===== config.mk =====
export PLATFORM = sky130hd
export DESIGN_NAME = instr_fetch_unit
export DESIGN_NICKNAME = d
export VERILOG_FILES = /design/src/rtl/instr_fetch_unit.sv
export SDC_FILE = /design/constraint.sdc
export NUM_CORES = 1
export LEC_CHECK = 0
export CORE_ASPECT_RATIO = 1.4
export CORE_UTILIZATION = 30
export CTS_CLUSTER_DIAMETER = 40
export DETAILED_ROUTE_END_ITERATION = 8
export GPL_TIMING_DRIVEN = 0
export SETUP_SLACK_MARGIN = 0.4
export SLEW_MARGIN = 20
export SYNTH_ARGS = -nofsm -noshare
export SYNTH_HDL_FRONTEND = slang
export SYNTH_SLANG_ARGS = --single-unit

===== constraint.sdc =====
create_clock -name clk -period 2.6 [get_ports clk]
set_input_delay 0.52 -clock clk [delete_from_list [all_inputs] [get_ports clk]]
set_output_delay 0.52 -clock clk [all_outputs]
set_load 0.01 [all_outputs]

===== src/rtl/instr_fetch_unit.sv =====
// Instruction fetch unit: owns the instruction address, runs the req/ack handshake with the
// I-cache and presents one fetched instruction per cycle with its PSTATE, stall/redirect/fault aware.
module instr_fetch_unit #(
  parameter int unsigned           WORD_LENGTH  = 32,
  parameter logic [WORD_LENGTH-1:0] RESET_IA_OFS = 32'h0,
  parameter logic [15:0]            RESET_STATUS = 16'h0,
  parameter logic [WORD_LENGTH-1:0] BUBBLE_INSTR = 32'h0
) (
  input  logic                   clk,
  input  logic                   rst,
  input  logic                   inStall,
  input  logic                   inRedirect,
  input  logic [31:0]            inRedirectPstate0,
  input  logic [WORD_LENGTH-1:0] inRedirectPstate1,
  output logic                   outIcReq,
  output logic [15:0]            outIcSeg,
  output logic [WORD_LENGTH-1:0] outIcOfs,
  input  logic                   inIcAck,
  input  logic                   inIcErr,
  input  logic [WORD_LENGTH-1:0] inIcData,
  output logic [31:0]            outPstate0,
  output logic [WORD_LENGTH-1:0] outPstate1,
  output logic [WORD_LENGTH-1:0] outInstr,
  output logic                   outValid,
  output logic                   outTrap
);

  typedef enum logic [1:0] {S_REQ, S_HOLD, S_FLUSH, S_TRAP} state_e;

  localparam logic [WORD_LENGTH-1:0] OFS_STEP  = WORD_LENGTH'(4);
  localparam logic [WORD_LENGTH-1:0] ALIGN_MSK = ~WORD_LENGTH'(3);

  state_e                 state_q,     state_d;
  logic [31:0]            ia_pst0_q,   ia_pst0_d;
  logic [WORD_LENGTH-1:0] ia_ofs_q,    ia_ofs_d;
  logic                   ic_req_q,    ic_req_d;
  logic [15:0]            ic_seg_q,    ic_seg_d;
  logic [WORD_LENGTH-1:0] ic_ofs_q,    ic_ofs_d;
  logic [31:0]            out_pst0_q,  out_pst0_d;
  logic [WORD_LENGTH-1:0] out_pst1_q,  out_pst1_d;
  logic [WORD_LENGTH-1:0] out_instr_q, out_instr_d;
  logic                   out_valid_q, out_valid_d;
  logic                   out_trap_q,  out_trap_d;
  logic [31:0]            hold_pst0_q, hold_pst0_d;
  logic [WORD_LENGTH-1:0] hold_pst1_q, hold_pst1_d;
  logic [WORD_LENGTH-1:0] hold_instr_q, hold_instr_d;

  logic                   ack_v;
  logic [WORD_LENGTH-1:0] ia_ofs_inc;
  logic [WORD_LENGTH-1:0] redir_ofs;

  assign ack_v      = ic_req_q & inIcAck;
  assign ia_ofs_inc = ia_ofs_q + OFS_STEP;
  assign redir_ofs  = inRedirectPstate1 & ALIGN_MSK;

  always_comb begin
    // NOTE: every _d defaults to its _q so no path through this block can infer a latch.
    state_d      = state_q;
    ia_pst0_d    = ia_pst0_q;
    ia_ofs_d     = ia_ofs_q;
    ic_req_d     = ic_req_q;
    ic_seg_d     = ic_seg_q;
    ic_ofs_d     = ic_ofs_q;
    out_pst0_d   = out_pst0_q;
    out_pst1_d   = out_pst1_q;
    out_instr_d  = out_instr_q;
    out_valid_d  = out_valid_q;
    out_trap_d   = out_trap_q;
    hold_pst0_d  = hold_pst0_q;
    hold_pst1_d  = hold_pst1_q;
    hold_instr_d = hold_instr_q;

    if (inRedirect) begin
      ia_pst0_d    = inRedirectPstate0;
      ia_ofs_d     = redir_ofs;
      out_valid_d  = 1'b0;
      out_trap_d   = 1'b0;
      out_instr_d  = BUBBLE_INSTR;
      hold_pst0_d  = '0;
      hold_pst1_d  = '0;
      hold_instr_d = '0;
      // An unanswered request must keep its address until the cache acks it.
      if (ic_req_q && !inIcAck) begin
        state_d = S_FLUSH;
      end else begin
        state_d  = S_REQ;
        ic_req_d = 1'b1;
        ic_seg_d = inRedirectPstate0[15:0];
        ic_ofs_d = redir_ofs;
      end
    end else begin
      unique case (state_q)
        S_REQ: begin
          if (ack_v && inIcErr) begin
            state_d  = S_TRAP;
            ic_req_d = 1'b0;
            if (!inStall) begin
              out_trap_d  = 1'b1;
              out_valid_d = 1'b0;
              out_pst0_d  = ia_pst0_q;
              out_pst1_d  = ia_ofs_q;
              out_instr_d = BUBBLE_INSTR;
            end
          end else if (ack_v) begin
            ia_ofs_d = ia_ofs_inc;
            if (!inStall) begin
              out_valid_d = 1'b1;
              out_pst0_d  = ia_pst0_q;
              out_pst1_d  = ia_ofs_q;
              out_instr_d = inIcData;
              ic_req_d    = 1'b1;
              ic_seg_d    = ia_pst0_q[15:0];
              ic_ofs_d    = ia_ofs_inc;
            end else begin
              state_d      = S_HOLD;
              ic_req_d     = 1'b0;
              hold_pst0_d  = ia_pst0_q;
              hold_pst1_d  = ia_ofs_q;
              hold_instr_d = inIcData;
            end
          end else begin
            if (!inStall) begin
              out_valid_d = 1'b0;
              out_instr_d = BUBBLE_INSTR;
            end
            ic_req_d = 1'b1;
            ic_seg_d = ia_pst0_q[15:0];
            ic_ofs_d = ia_ofs_q;
          end
        end
        S_HOLD: begin
          if (!inStall) begin
            out_valid_d = 1'b1;
            out_pst0_d  = hold_pst0_q;
            out_pst1_d  = hold_pst1_q;
            out_instr_d = hold_instr_q;
            state_d     = S_REQ;
            ic_req_d    = 1'b1;
            ic_seg_d    = ia_pst0_q[15:0];
            ic_ofs_d    = ia_ofs_q;
          end
        end
        S_FLUSH: begin
          // Whatever the stale request returns is dropped; only the ack matters.
          if (inIcAck) begin
            state_d  = S_REQ;
            ic_req_d = 1'b1;
            ic_seg_d = ia_pst0_q[15:0];
            ic_ofs_d = ia_ofs_q;
          end
        end
        S_TRAP: begin
          // IA still names the faulting word; publish it once the consumer can take it.
          if (!inStall) begin
            out_trap_d  = 1'b1;
            out_valid_d = 1'b0;
            out_pst0_d  = ia_pst0_q;
            out_pst1_d  = ia_ofs_q;
            out_instr_d = BUBBLE_INSTR;
          end
        end
        default: state_d = S_REQ;
      endcase
    end
  end

  // NOTE: sequential state uses non-blocking assignments so every flop samples pre-edge values.
  always_ff @(posedge clk) begin
    if (rst) begin
      state_q      <= S_REQ;
      ia_pst0_q    <= {RESET_STATUS, 16'h0};
      ia_ofs_q     <= RESET_IA_OFS & ALIGN_MSK;
      ic_req_q     <= 1'b0;
      ic_seg_q     <= '0;
      ic_ofs_q     <= '0;
      out_pst0_q   <= '0;
      out_pst1_q   <= '0;
      out_instr_q  <= BUBBLE_INSTR;
      out_valid_q  <= 1'b0;
      out_trap_q   <= 1'b0;
      hold_pst0_q  <= '0;
      hold_pst1_q  <= '0;
      hold_instr_q <= '0;
    end else begin
      state_q      <= state_d;
      ia_pst0_q    <= ia_pst0_d;
      ia_ofs_q     <= ia_ofs_d;
      ic_req_q     <= ic_req_d;
      ic_seg_q     <= ic_seg_d;
      ic_ofs_q     <= ic_ofs_d;
      out_pst0_q   <= out_pst0_d;
      out_pst1_q   <= out_pst1_d;
      out_instr_q  <= out_instr_d;
      out_valid_q  <= out_valid_d;
      out_trap_q   <= out_trap_d;
      hold_pst0_q  <= hold_pst0_d;
      hold_pst1_q  <= hold_pst1_d;
      hold_instr_q <= hold_instr_d;
    end
  end

  assign outIcReq   = ic_req_q;
  assign outIcSeg   = ic_seg_q;
  assign outIcOfs   = ic_ofs_q;
  assign outPstate0 = out_pst0_q;
  assign outPstate1 = out_pst1_q;
  assign outInstr   = out_instr_q;
  assign outValid   = out_valid_q;
  assign outTrap    = out_trap_q;

endmodule


==> key figures <==
Run status
  • Run status: finished clean

Synth
  • Ys Warns: 0
  • Number of unique standard cell types used by synthesis: 76
  • Post-synthesis instance total: 1,531
  • Count of state elements after synthesis: 301
  • Synth Cell Area: 13,400 sq um
  • Primary FF master, synth: sky130_fd_sc_hd__dfxtp_1
  • Sequential fraction of the synthesis area: 0.450
  • Number of synthesized flops with an enable pin: 0
  • Syn avg cell area: 8.74 sq um
  • Share of synthesized flip-flops with an asynchronous set or reset: 0

Placed design
  • Count of port buffers added during placement: 240
  • Detailed placement HPWL: 35.9 mm
  • Count of placed standard cells including taps: 2,332
  • Setup slack at placement: -0.663 ns
  • Placer Congestion: 0.903

Drt
  • Number of DRC markers in iteration 0: 777
  • Number of remaining DRC errors: 0
  • Total routed wirelength: 48.7 mm
  • Detailed-router iteration count before antenna repair: 5
  • Vias after detailed routing: 12,700
  • Antenna-violating nets left: 0
  • Wire length per cell: 20.0 microns
  • Via-per-instance ratio: 5.21

Global route
  • Overflow left after global routing: 0
  • Wire length of the first global-routing pass: 73.0 mm
  • Gr usage total: 0.208
  • Via count of the first global-routing pass: 12,500
  • Initial antenna violation count: 5
  • Pin count of the biggest net entering global routing: 13

Timing
  • Clock Skews: 0.0151 ns
  • Final hold violation count: 0
  • Final min period: 2.15 ns
  • Number of slew-limit violations in the final report: 0
  • Final setup margin: 0.447 ns
  • Unrepaired setup endpoints after global routing: true
  • Endpoints failing setup: 0
  • Worst-case headroom to the max-slew limit: 0.395
  • Total negative setup slack: 0 ns
  • Peak Freq: 0.464 GHz
  • Final Cycle Share: 0.828
  • Slew at the pin closest to its max-slew limit: 0.907 ns

Critical path
  • Startpoint of the worst register-to-register path: state_q[1]
  • Kind of cell with the highest combined delay on the critical path: simple AND/OR/NAND/NOR gates
  • FF-to-FF End: outIcOfs[21]
  • Kind of launch point of the worst setup path: flip-flop
  • Start point of the critical path: state_q[1]
  • Worst-case reg-to-reg path depth: 9
  • Critical path required time: 2.99 ns
  • Arrival time at the worst endpoint: 2.54 ns
  • Critical Path, Cell by Cell: inv_2, ha_4, and3b_1, buf_6, nand4_4, bufbuf_16, nor3_1, xnor2_1, o22ai_1
  • Crit Path Max Fanout: 6
  • Maximum single-stage delay on the critical path: 0.37 ns
  • Crit. End Element: flip-flop
  • Slowest stage cell, crit path: sky130_fd_sc_hd__dfxtp_4
  • Minimum setup slack among reg-to-reg paths: 0.45 ns
  • Crit path capture: outIcOfs[21]
  • Count of cell instances traversed by the critical path: 9
  • Count of buffer and inverter cells on the critical path: 3
  • Class of the most critical setup path: reg -> reg

Floorplan
  • Number of I/O pins: 249
  • Number of rows created at floorplan: 91
  • Die ar.: 45,500 sq um
  • Die H: 252 microns
  • Core area: 44,100 sq um
  • Die width: 181 microns
  • Starting density of the core: 0.304

Pwr
  • Largest vdd supply drop: 0.000494 V
  • Leakage Power: 6.60 nW
  • Overall power: 0.0133 W
  • Pwr per Cell Area: 713 nW/um^2

CTS
  • Max Root-Sink Buffers: 3
  • Clock sink count: 301
  • Clock tree root buffer cell: sky130_fd_sc_hd__clkbuf_16
  • Clock tree from TritonCTS: done
  • Total number of H-tree levels: 2
  • Later-pin clock latency in the skew report: 0.55 ns
  • Count of hold buffers inserted by post-cts repair: 0
  • Clock input transition at the sequential cells of the worst setup and hold paths: 0.06 ns
  • Num CTS Buffers: 41

Finish
  • Layout overhead on the synthesized area: 38.9%
  • Layout net count: 1,952
  • Final core area utilization: 0.422
  • Final std cells w/o fill: 2,435
  • Proportion of layout cells with a drive suffix above 1: 0.140

Min path
  • Hold Crit Class: reg -> reg

Run
  • Max-cap violations: 0
-- per-layer routing --
metal | up-vias | global-route usage | wire, microns | share of wire
li1 | 6048 | - | - | -
met1 | 6073 | 0.225 | 18500 | 0.38
met2 | 425 | 0.368 | 24700 | 0.51
met3 | 128 | 0.0440 | 2850 | 0.059
met4 | 6 | 0.129 | 2670 | 0.055
met5 | - | 0 | 46 | 0.00094
-- sequential cells by signal, indices dropped and copies added, names as in the netlist, named ones only --
register,count
outInstr,32
hold_pst0_q,32
state_q,2
outPstate0,32
hold_pst1_q,30
ia_ofs_q,30
outIcOfs,30
outIcSeg,16
outIcReq,1
hold_instr_q,32
outPstate1,30
ia_pst0_q,32
outTrap,1
-- kinds of logic after synthesis --
family                   count (synthesis)  synth area share
buffers and inverters                  161            0.0549
AO/OA/AOI/OAI                          396             0.208
XOR/XNOR                                40            0.0262
multiplexers                           101            0.0756
adder cells (fa/ha/maj)                  6           0.00561
AND/OR/NAND/NOR                        525             0.179
other                                    1          0.000280
flip-flops                             301             0.450
-- per-stage QoR --
step / hold slack (ns) / cell area [sq um]
final: 0.453 / 18600
after global routing: 0.471 / 18600
after CTS: 0.453 / 18200
after detailed placement: 0.446 / 16500
after global placement: 0.441 / 16500
after floorplan: 0.436 / 13400
-- cell usage after synthesis, drive strengths merged (10+ instances only) --
library cell | n | area (sq um)
a22oi | 34 | 255
buf | 85 | 449
xnor2 | 31 | 272
nand2b | 15 | 93.8
a21oi | 139 | 696
dfxtp | 301 | 6030
o31ai | 18 | 135
nand2 | 232 | 873
nor3 | 19 | 131
o211a | 10 | 100
a22o | 35 | 307
mux2i | 100 | 1000
inv | 11 | 41.3
nand3 | 35 | 175
a211oi | 72 | 541
clkbuf | 65 | 244
a221oi | 19 | 185
nand4 | 15 | 136
nor2 | 164 | 626
nor4 | 12 | 109
o21ai | 14 | 70.1
-- cells in the final DEF (no fill, tap or decap), drive strengths merged, types with 7 or more instances in the layout --
cell type      instances
dfxtp                301
clkdlybuf4s50        239
nand2                232
nor2                 164
a21oi                139
clkbuf               119
buf                  106
mux2i                100
a211oi                72
a22o                  35
nand3                 35
a22oi                 34
xnor2                 31
a221oi                19
nor3                  19
o31ai                 18
nand2b                15
nand4                 15
o21ai                 14
inv                   14
clkinv                13
nor4                  12
o211a                 10
o21a                   9
xor2                   9
o211ai                 9
bufinv                 7
-- cell type report --
| type | count | area [sq um] |
|---|---|---|
| repair buffers | 267 | 2650 |
| diodes | 2 | 5.00 |
| inverters | 11 | 41.3 |
| clock inverters | 25 | 333 |
| multi-input cells | 1072 | 6850 |
| fillers | 4343 | 25500 |
| flip-flops and latches | 301 | 6030 |
| clock buffers | 49 | 1120 |
| well taps | 558 | 698 |
| plain buffers | 150 | 863 |
-- worst min-delay path by stage --
stage                     cells after the start       startpoint  slack [ns]              end
after floorplan                               2   hold_pst0_q[0]        0.44   hold_pst0_q[0]
after global placement                        2  hold_pst1_q[11]        0.44  hold_pst1_q[11]
after detailed placement                      2  hold_pst0_q[30]        0.45  hold_pst0_q[30]
after CTS                                     2  hold_pst1_q[24]        0.45  hold_pst1_q[24]
after global routing                          2  hold_pst0_q[11]        0.47  hold_pst0_q[11]
final                                         2  hold_pst1_q[24]        0.45  hold_pst1_q[24]
-- power breakdown --
part	internal, W	switching (W)	leakage [nW]
clock network	0.00379	0.00223	0.716
registers	0.00486	0.000186	2.46
logic	0.00100	0.00121	3.43
total	0.00964	0.00362	6.60
-- tightest hold or removal path: stages (launching register included) --
cell                      delay, ns
sky130_fd_sc_hd__dfxtp_1       0.30
sky130_fd_sc_hd__nand2_1       0.05
sky130_fd_sc_hd__a21oi_1       0.05
-- what timing repair did --
item                       CTS  global route
setup buffers               11            15
resized for setup           57            71
gates cloned                 1             0
setup endpoints to repair  247           217
pin swaps                    6            10
Power figures use the tool's default switching activity.
